**src/rtl/led_ctrl_pkg.sv**
```systemverilog
// rtl/led_ctrl_pkg.sv - shared mode encodings, LED width and mirror mapping for the LED mode controller
package led_ctrl_pkg;

  localparam int LED_W = 8;

  typedef enum logic [1:0] {
    MODE_MIRROR = 2'd0,
    MODE_CHASE  = 2'd1,
    MODE_BOUNCE = 2'd2,
    MODE_BLINK  = 2'd3
  } mode_e;

  localparam logic DIR_UP   = 1'b0;
  localparam logic DIR_DOWN = 1'b1;

  // Each switch lights a symmetric pair of LEDs: bit i and bit 7-i.
  function automatic logic [LED_W-1:0] mirror_pattern(input logic [3:0] sw);
    logic [LED_W-1:0] m;
    m = '0;
    for (int i = 0; i < 4; i++) begin
      m[i]           = sw[i];
      m[LED_W-1-i]   = sw[i];
    end
    return m;
  endfunction

endpackage

```
**src/rtl/input_debounce.sv**
```systemverilog
// rtl/input_debounce.sv - per-bit 2-FF synchronizer followed by a stable-count debouncer
module input_debounce #(
  parameter int WIDTH           = 1,
  parameter int DEBOUNCE_CYCLES = 16
) (
  input  logic             clk,
  input  logic             rst_n,
  input  logic [WIDTH-1:0] din,
  output logic [WIDTH-1:0] dout
);

  localparam int CW = $clog2(DEBOUNCE_CYCLES + 1);
  localparam logic [CW-1:0] CNT_LAST = CW'(DEBOUNCE_CYCLES - 1);

  logic [WIDTH-1:0] sync1;
  logic [WIDTH-1:0] sync2;

  always_ff @(posedge clk or negedge rst_n) begin
    if (!rst_n) begin
      sync1 <= '0;
      sync2 <= '0;
    end else begin
      sync1 <= din;
      sync2 <= sync1;
    end
  end

  for (genvar b = 0; b < WIDTH; b++) begin : g_bit
    logic [CW-1:0] cnt;

    // The last counted mismatch cycle commits the new value, so a change
    // is accepted on exactly the DEBOUNCE_CYCLES-th differing edge.
    always_ff @(posedge clk or negedge rst_n) begin
      if (!rst_n) begin
        cnt     <= '0;
        dout[b] <= 1'b0;
      end else if (sync2[b] == dout[b]) begin
        cnt <= '0;
      end else if (cnt == CNT_LAST) begin
        cnt     <= '0;
        dout[b] <= sync2[b];
      end else begin
        cnt <= cnt + CW'(1);
      end
    end
  end

endmodule

```
**src/rtl/led_mode_ctrl.sv**
```systemverilog
// rtl/led_mode_ctrl.sv - debounced switch/button inputs scheduled onto the LED bank in four display modes
module led_mode_ctrl
  import led_ctrl_pkg::*;
#(
  parameter int DEBOUNCE_CYCLES = 16,
  parameter int TICK_DIV        = 8
) (
  input  logic             clk,
  input  logic             rst_n,
  input  logic [3:0]       SlideSwitch,
  input  logic             BtnMode,
  output logic [LED_W-1:0] LEDOut,
  output logic [1:0]       Mode
);

  localparam int PW = $clog2(TICK_DIV);
  localparam logic [PW-1:0] PRESC_LAST = PW'(TICK_DIV - 1);

  logic [3:0]       sw_db;
  logic             btn_db;
  logic             btn_prev;
  logic             btn_rise;
  logic             tick;

  mode_e            mode_q, mode_n;
  logic [2:0]       pos_q, pos_n;
  logic             dir_q, dir_n;
  logic             phase_q, phase_n;
  logic [PW-1:0]    presc_q, presc_n;
  logic [LED_W-1:0] mirror_m;
  logic [LED_W-1:0] led_n;

  input_debounce #(.WIDTH(4), .DEBOUNCE_CYCLES(DEBOUNCE_CYCLES)) u_sw_db (
    .clk   (clk),
    .rst_n (rst_n),
    .din   (SlideSwitch),
    .dout  (sw_db)
  );

  input_debounce #(.WIDTH(1), .DEBOUNCE_CYCLES(DEBOUNCE_CYCLES)) u_btn_db (
    .clk   (clk),
    .rst_n (rst_n),
    .din   (BtnMode),
    .dout  (btn_db)
  );

  assign btn_rise = btn_db & ~btn_prev;
  assign tick     = (presc_q == PRESC_LAST);
  assign mirror_m = mirror_pattern(sw_db);

  // A button edge outranks a coincident tick: the new mode starts from its entry state.
  always_comb begin
    mode_n  = mode_q;
    pos_n   = pos_q;
    dir_n   = dir_q;
    phase_n = phase_q;
    presc_n = tick ? '0 : presc_q + PW'(1);
    if (btn_rise) begin
      case (mode_q)
        MODE_MIRROR: mode_n = MODE_CHASE;
        MODE_CHASE:  mode_n = MODE_BOUNCE;
        MODE_BOUNCE: mode_n = MODE_BLINK;
        default:     mode_n = MODE_MIRROR;
      endcase
      pos_n   = 3'd0;
      dir_n   = DIR_UP;
      phase_n = 1'b1;
      presc_n = '0;
    end else if (tick) begin
      case (mode_q)
        MODE_CHASE: pos_n = pos_q + 3'd1;
        MODE_BOUNCE: begin
          if (dir_q == DIR_UP) begin
            pos_n = pos_q + 3'd1;
            if (pos_q == 3'd6) dir_n = DIR_DOWN;
          end else begin
            pos_n = pos_q - 3'd1;
            if (pos_q == 3'd1) dir_n = DIR_UP;
          end
        end
        MODE_BLINK: phase_n = ~phase_q;
        default: ;
      endcase
    end
  end

  always_comb begin
    led_n = '0;
    case (mode_n)
      MODE_MIRROR: led_n = mirror_m;
      MODE_CHASE,
      MODE_BOUNCE: led_n = LED_W'(1) << pos_n;
      default:     led_n = phase_n ? mirror_m : '0;
    endcase
  end

  always_ff @(posedge clk or negedge rst_n) begin
    if (!rst_n) begin
      mode_q   <= MODE_MIRROR;
      pos_q    <= 3'd0;
      dir_q    <= DIR_UP;
      phase_q  <= 1'b1;
      presc_q  <= '0;
      btn_prev <= 1'b0;
      LEDOut   <= '0;
    end else begin
      mode_q   <= mode_n;
      pos_q    <= pos_n;
      dir_q    <= dir_n;
      phase_q  <= phase_n;
      presc_q  <= presc_n;
      btn_prev <= btn_db;
      LEDOut   <= led_n;
    end
  end

  assign Mode = mode_q;

endmodule
```
**config.mk**
```make
export PLATFORM = sky130hd
export DESIGN_NAME = led_mode_ctrl
export DESIGN_NICKNAME = d
export VERILOG_FILES = /design/src/rtl/led_ctrl_pkg.sv /design/src/rtl/input_debounce.sv /design/src/rtl/led_mode_ctrl.sv
export SDC_FILE = /design/constraint.sdc
export NUM_CORES = 1
export LEC_CHECK = 0
export BUFFER_PORTS_ARGS = -buffer_cell sky130_fd_sc_hd__buf_4
export CORE_ASPECT_RATIO = 1.5
export CORE_MARGIN = 8
export CORE_UTILIZATION = 51
export DETAILED_ROUTE_END_ITERATION = 7
export HOLD_SLACK_MARGIN = 0.02
export PLACE_DENSITY = 0.69
export SYNTH_ARGS = -nofsm -noshare
export SYNTH_HDL_FRONTEND = slang
export SYNTH_SLANG_ARGS = --single-unit
```
**constraint.sdc**
```tcl
create_clock -name clk -period 3.85 [get_ports clk]
set_clock_uncertainty 0.05 [all_clocks]
set_input_delay 0.1925 -clock clk [delete_from_list [all_inputs] [get_ports clk]]
set_output_delay 0.1925 -clock clk [all_outputs]
set_load 0.005 [all_outputs]
```
==> results.ini, run 1 <==
[outcome]
outcome = finished clean

[placement]
post-place-ws_ns = 1.61
hpwlAfterDp_mm = 2.67
placed_area_sq_mm = 0.00271
io_buffers = 16
place_congestion = 0.832

[sta]
setup_viol = 0
post-route-period-util_pct = 58.4
worst_pin_slew_ns = 0.703
slew_headroom_pct = 53.1
grt_setup_unrepaired = false
hold_violations = 0
period_minus_slack_ns = 2.25
tns_ns = 0
worst_slack_ns = 1.60
slew_viol_final = 0
max_freq_ghz = 0.445

[routing]
antenna_left = 0
wl_per_cell_um = 12.1
drc_errors = 0
via_per_inst = 4.95
routed_wl_mm = 3.84
num_vias = 1569
drtIter0Drc = 59
drt_first_pass_iters = 4

[clock_tree]
clk_latency_ns = 0.34
cts_buffer_depth = 2
cts-resized-gates = 0
cts_made_buffers = 9
tritoncts = built
clock-sinks = 59
root_buffer = clkbuf_8
clkSlewWorstSetupHoldPaths_ns = 0.07
cts_max_level = 3

[power]
p_sw_share_pct = 22.9
ir_worst_vdd_v = 0.000374
netSwitchingPower_w = 0.000287
p_seq_share_pct = 52.4
combPwrFrac_pct = 4.6
p_int_w = 0.000963
leakagePower_nw = 1.53
cellPowerDensity_mw_per_mm2 = 422
p_clk_share_pct = 43.0

[floorplanning]
core_sq_mm = 0.00477
die_h_um = 102
core.rowCount = 31
ioPinCount = 17
die_x_um = 73.3
initial_core_util_pct = 52.6
die_area_sq_mm = 0.00747

[final_layout]
most-common-layout-cells = dfrtp_1 (58), nor2_1 (25), ha_1 (17)
syn_to_final_growth_pct = 18.0
final_area_sq_mm = 0.00296
mostFrequentLayoutCell = dfrtp_1
n_antenna_cell = 0
drive_above_1_share_pct = 17.1
nets = 270

[grt]
grt_pass1_vias = 1593
grt_first_pass_wirelength_mm = 6.86
grt_max_degree = 60
track_usage_pct = 12.3
grt_overflow = 0
antenna_found_initial = 0

[setup_path]
cp_max_fo = 10
worst-path-buf-inv = 1
crit_chain = nor2b_1 -> nor2_1 -> a21oi_1 -> inv_1 -> ha_1 -> and2b_2 -> nand2_1 -> nor2_2 -> nand2_1 -> o21ai_1
slowest_delay_ns = 0.56
start_kind = flop
critPathMostFrequentCell = nand2_1
r2r_slack_ns = 1.60
cp-end-kind = flop
arrival_ns = 2.46
critPathRequiredTime_ns = 4.06
critPathSlowestCell = nor2b_1
timing_worst_setup_path_type = flop to flop
cp_top_family = simple AND/OR/NAND/NOR gates

[yosys]
ys_seq_area_share_pct = 58.9
yosysTopAreaCellShare_pct = 57.9
synthCells = 214
synth_cell_types = 37
ys_seq_elements = 59
synth_area_sq_mm = 0.00251
synthTopCellsByArea = dfrtp_1 (58%), ha_1 (8.5%), xor2_1 (5.6%)
synth_largest_area_cell = dfrtp_1
avgSynthCellArea_sq_um = 11.7
yosys_warnings = 0
syn_nets = 238

[worst_hold_path]
hold_path.class = flop to flop

[job]
maxCapViolations = 0

[cells in the mapped netlist, drive strengths merged]
master   instances
dfrtp           58
nor2            26
ha              17
xor2            16
o21ai           15
nand2           14
nand3           12
inv             11
and2             8
and3             6
mux2             6
nor2b            3
o211ai           3
a21oi            2
o211a            2
a21o             1
a31oi            1
and2b            1
clkbuf           1
dfstp            1
nand2b           1
nand3b           1
nand4b           1
nand4bb          1
nor3             1
nor3b            1
o21a             1
o22ai            1
or2b             1
xnor2            1
[logic make-up (layout without fill, tap and decap cells)]
logic type               after synthesis  in the layout  share of synthesized area, %
AO/OA/AOI/OAI                         26             26                          6.63
XOR/XNOR                              17             17                          5.94
adder cells (fa/ha/maj)               17             17                          8.48
buffers and inverters                 12             49                          1.80
flip-flops                            59             59                          58.9
multiplexers                           6              6                          2.84
AND/OR/NAND/NOR                       77             77                          15.4
[per-stage QoR]
step | total power [W] | std cells | util [%] | hold slack [ns]
finish | 0.00125 | 317 | 62.1 | 0.295
global route | 0.00131 | 317 | 62.1 | 0.306
CTS | 0.00127 | 317 | 62.1 | 0.294
detailed placement | 0.000720 | 295 | 56.8 | 0.241
global placement | 0.000719 | 295 | 56.8 | 0.246
floorplan | 0.000694 | 214 | - | -0.153
[flip-flops by register name, indices dropped and copies added, names as in the netlist]
name / cells
LEDOut: 8
Mode: 2
btn_prev: 1
dir_q: 1
phase_q: 1
pos_q: 3
presc_q: 3
u_btn_db.dout: 1
u_btn_db.g_bit.cnt: 5
u_btn_db.sync1: 1
u_btn_db.sync2: 1
u_sw_db.dout: 4
u_sw_db.g_bit.cnt: 20
u_sw_db.sync1: 4
u_sw_db.sync2: 4
[area by class of cell]
type	instances	area, sq um
fillers	404	1810
flip-flops and latches	59	1480
multi-input cells	143	986
repair buffers	22	180
clock buffers	9	124
well taps	66	82.6
clock inverters	7	68.8
inverters	11	41.3
[final timing paths]
path	startpoint	end	cells past startpoint
max in group asynchronous	rst_n	LEDOut[6]	2
setup / recovery	u_btn_db.dout	LEDOut[5]	10
setup reg to reg	u_btn_db.dout	LEDOut[5]	10
min in group asynchronous	rst_n	u_btn_db.g_bit[0].cnt[3]	2
hold reg to reg	u_sw_db.sync1[0]	u_sw_db.sync2[0]	0
hold / removal	u_sw_db.sync1[0]	u_sw_db.sync2[0]	0
[timing repair]
action | CTS | global route
hold endpoints to repair | 63 | 0
setup buffers | 0 | 0
hold buffers | 6 | 0
[worst reg2reg max path, delay by kind of cell (launching register included)]
family | cells | cell delay, ns
AOI/OAI and AO/OA | 2 | 0.32
adders and majority gates | 1 | 0.21
and+or+nand+nor | 6 | 1.14
buffers and inverters | 1 | 0.09
DFF | 1 | 0.39
[per-layer routing]
layer	wire length (um)	GRT usage [%]	vias up
li1	-	-	779
met1	1600	12.7	749
met2	1890	19.6	28
met3	217	4.32	13
met4	138	10.2	0
met5	0	0	-
[power by group through the flow]
stage | clock (W) | combinational [W] | sequential (W)
final | 0.000538 | 0.0000572 | 0.000655
after global routing | 0.000580 | 0.0000691 | 0.000657
after CTS | 0.000556 | 0.0000588 | 0.000655
after detailed placement | 0 | 0.0000537 | 0.000666
after global placement | 0 | 0.0000530 | 0.000666
after floorplan | 0 | 0.0000307 | 0.000664
(Power assumes the default switching activity.)
==> inputs of run 2 (changes only) <==
--- a/config.mk
+++ b/config.mk
@@ -11,7 +11,7 @@
 export CORE_UTILIZATION = 51
 export DETAILED_ROUTE_END_ITERATION = 7
 export HOLD_SLACK_MARGIN = 0.02
-export PLACE_DENSITY = 0.69
+export PLACE_DENSITY = 0.72
 export SYNTH_ARGS = -nofsm -noshare
 export SYNTH_HDL_FRONTEND = slang
 export SYNTH_SLANG_ARGS = --single-unit
==> constraint.sdc (replaced) <==
create_clock -name clk -period 1.9 [get_ports clk]
set_clock_uncertainty 0.05 [all_clocks]
set_input_delay 0.095 -clock clk [delete_from_list [all_inputs] [get_ports clk]]
set_output_delay 0.095 -clock clk [all_outputs]
set_load 0.005 [all_outputs]
==> results.ini, run 2 (synthesis results as in run 1) <==
[grt]
grt_pass1_vias = 1711  ; +7.4%
track_usage_pct = 12.9  ; +0.59 points
antenna_found_initial = 0  ; unchanged
grt_overflow = 0  ; unchanged
grt_max_degree = 60  ; unchanged
grt_first_pass_wirelength_mm = 7.34  ; +7.0%

[routing]
wl_per_cell_um = 12.6  ; +4.2%
drt_first_pass_iters = 4  ; unchanged
drc_errors = 0  ; unchanged
antenna_left = 0  ; unchanged
drtIter0Drc = 50  ; -15%
routed_wl_mm = 4.17  ; +8.5%
num_vias = 1638  ; +4.4%
via_per_inst = 4.96  ; +0.29%

[final_layout]
top_register = u_sw_db.g_bit.cnt
syn_to_final_growth_pct = 25.9
n_antenna_cell = 0  ; unchanged
final_area_sq_mm = 0.00316  ; +6.7%
top_regs = u_sw_db.g_bit.cnt x20, LEDOut x8, u_btn_db.g_bit.cnt x5
nets = 283  ; +4.8%
drive_above_1_share_pct = 25.0  ; +7.9 points
area.sequential_sq_mm = 0.00148  ; unchanged
fillers = 358  ; -11%
mostFrequentLayoutCell = dfrtp_1
largest_reg_flops = 20  ; unchanged
most-common-layout-cells = dfrtp_1 (58), buf_4 (29), nor2_1 (25)
stdcell_count = 330  ; +4.1%
multi_input_area_sq_mm = 0.00105  ; +6.7%

[worst_hold_path]
min_from = u_sw_db.sync1[3]
hold_path.class = flop to flop
worstHoldPathCells = 0  ; unchanged
holdPathEnd = u_sw_db.sync2[3]

[clock_tree]
clkSlewWorstSetupHoldPaths_ns = 0.06  ; about the same
tritoncts = built
clock-sinks = 59  ; unchanged
root_buffer = clkbuf_8
clk_latency_ns = 0.32  ; -0.02 ns
cts_buffer_depth = 2  ; unchanged
cts_max_level = 3  ; unchanged
cts_made_buffers = 9  ; unchanged

[sta]
worst_pin_slew_ns = 0.706  ; +0.00238 ns
setup_viol = 2  ; +2
period_minus_slack_ns = 1.94  ; -0.303 ns
post-route-period-util_pct = 102  ; +44 points
max_freq_ghz = 0.515  ; +16%
tns_ns = -0.0478  ; -0.0478 ns
grt_setup_unrepaired = true
slew_headroom_pct = 53.0  ; -0.16 points
worst_slack_ns = -0.0436  ; -1.65 ns
slew_viol_final = 0  ; unchanged
hold_violations = 0  ; unchanged
fin_hold_ws_ns = 0.298  ; +0.00300 ns

[setup_path]
rr_startpoint = Mode[1]
timing_worst_setup_path_type = flop to flop
cp-end-kind = flop
r2r_slack_ns = -0.04  ; -1.65 ns
cp_top_family = simple AND/OR/NAND/NOR gates
crit_chain = inv_2 -> buf_4 -> nor2_1 -> a21oi_4 -> ha_1 -> and2b_2 -> buf_4 -> nand4b_1 -> o21ai_0
cp.depth = 9  ; -1
arrival_ns = 2.09  ; -0.37 ns
worstRegToRegCells = 9  ; -1
worst-path-buf-inv = 3  ; +2
critPathRequiredTime_ns = 2.05  ; -2.01 ns
critPathMostFrequentCell = buf_4
critPathSlowestCell = dfrtp_1
slowest_delay_ns = 0.42  ; -0.14 ns
start_kind = flop
cp_max_fo = 3  ; -7
reg2reg_to = LEDOut[2]

[floorplanning]
die_area_sq_mm = 0.00747  ; unchanged
initial_core_util_pct = 52.6  ; unchanged
ioPinCount = 17  ; unchanged
core_sq_mm = 0.00477  ; unchanged
core.rowCount = 31  ; unchanged
die_h_um = 102  ; unchanged
die_x_um = 73.3  ; unchanged

[placement]
placed_area_sq_mm = 0.00278  ; +2.8%
hpwlAfterDp_mm = 2.75  ; +3.3%
place_inst = 305  ; +3.4%
io_buffers = 16  ; unchanged
place_congestion = 0.821  ; -1.3%

[power]
ir_worst_vdd_v = 0.000577  ; +54%
p_total_w = 0.00272  ; +120%
leakagePower_nw = 1.62  ; +5.7%
cellPowerDensity_mw_per_mm2 = 863  ; +100%

[job]
maxCapViolations = 0  ; unchanged

[outcome]
violations = negative setup slack
outcome = finished, violations left

run 2: changes by cell type in the layout (fill, tap and decap cells not counted), sizes merged:
cell	delta
clkbuf	+3
clkinvlp	-1
buf	+13
clkinv	-3
bufinv	+1
run 2: power by group:
group,internal (W),total (W),switching [W]
sequential,0.00130,0.00133,0.0000273
combinational,0.0000589,0.000126,0.0000675
clock,0.000808,0.00127,0.000463
run 2: cell type report:
class,instances,area share (%)
inverters,11,1.31
clock buffers,12,4.91
multi-input cells,143,33.3
repair buffers,35,8.79
clock inverters,4,2.30
flip-flops and latches,59,46.8
well taps,66,2.61
run 2: metrics by stage:
stage,util [%],setup WS [ns]
5_1_grt,66.2,-0.124
2_1_floorplan,-,0.00369
6_report,66.2,-0.0436
4_1_cts,64.8,0.0130
3_3_place_gp,58.3,0.0250
3_5_place_dp,58.3,-0.0106
run 2: worst max path at each step:
stage,start,endpoint,slack [ns]
2_1_floorplan,Mode[0],LEDOut[1],0.004
3_3_place_gp,Mode[1],LEDOut[5],0.02
3_5_place_dp,Mode[1],LEDOut[1],-0.01
4_1_cts,Mode[0],LEDOut[1],0.01
5_1_grt,Mode[1],LEDOut[2],-0.12
6_report,Mode[1],LEDOut[2],-0.04
run 2: worst register-to-register path, delay by kind of cell, from the launching register on:
family,cells,cell delay (ns)
AND/OR/NAND/NOR,3,0.54
flip-flops,1,0.42
buffers and inverters,3,0.36
adder cells (fa/ha/maj),1,0.30
AO/OA/AOI/OAI,2,0.15
run 2: metal layers:
metal / up-vias / global-route usage (%) / routed length, um
met3: 15 / 2.95 / 170
met1: 791 / 13.1 / 1750
li1: 806 / - / -
met4: 0 / 11.5 / 171
met5: - / 0 / 0
met2: 26 / 21.5 / 2070
run 2: what timing repair did:
| item | CTS | global route |
|---|---|---|
| setup endpoints to repair | 4 | 8 |
| pin swaps | 1 | 10 |
| hold endpoints to repair | 63 | 0 |
| gates cloned | 0 | 0 |
| buffers inserted | 0 | 3 |
| resized for setup | 5 | 10 |
| hold buffers | 6 | 0 |
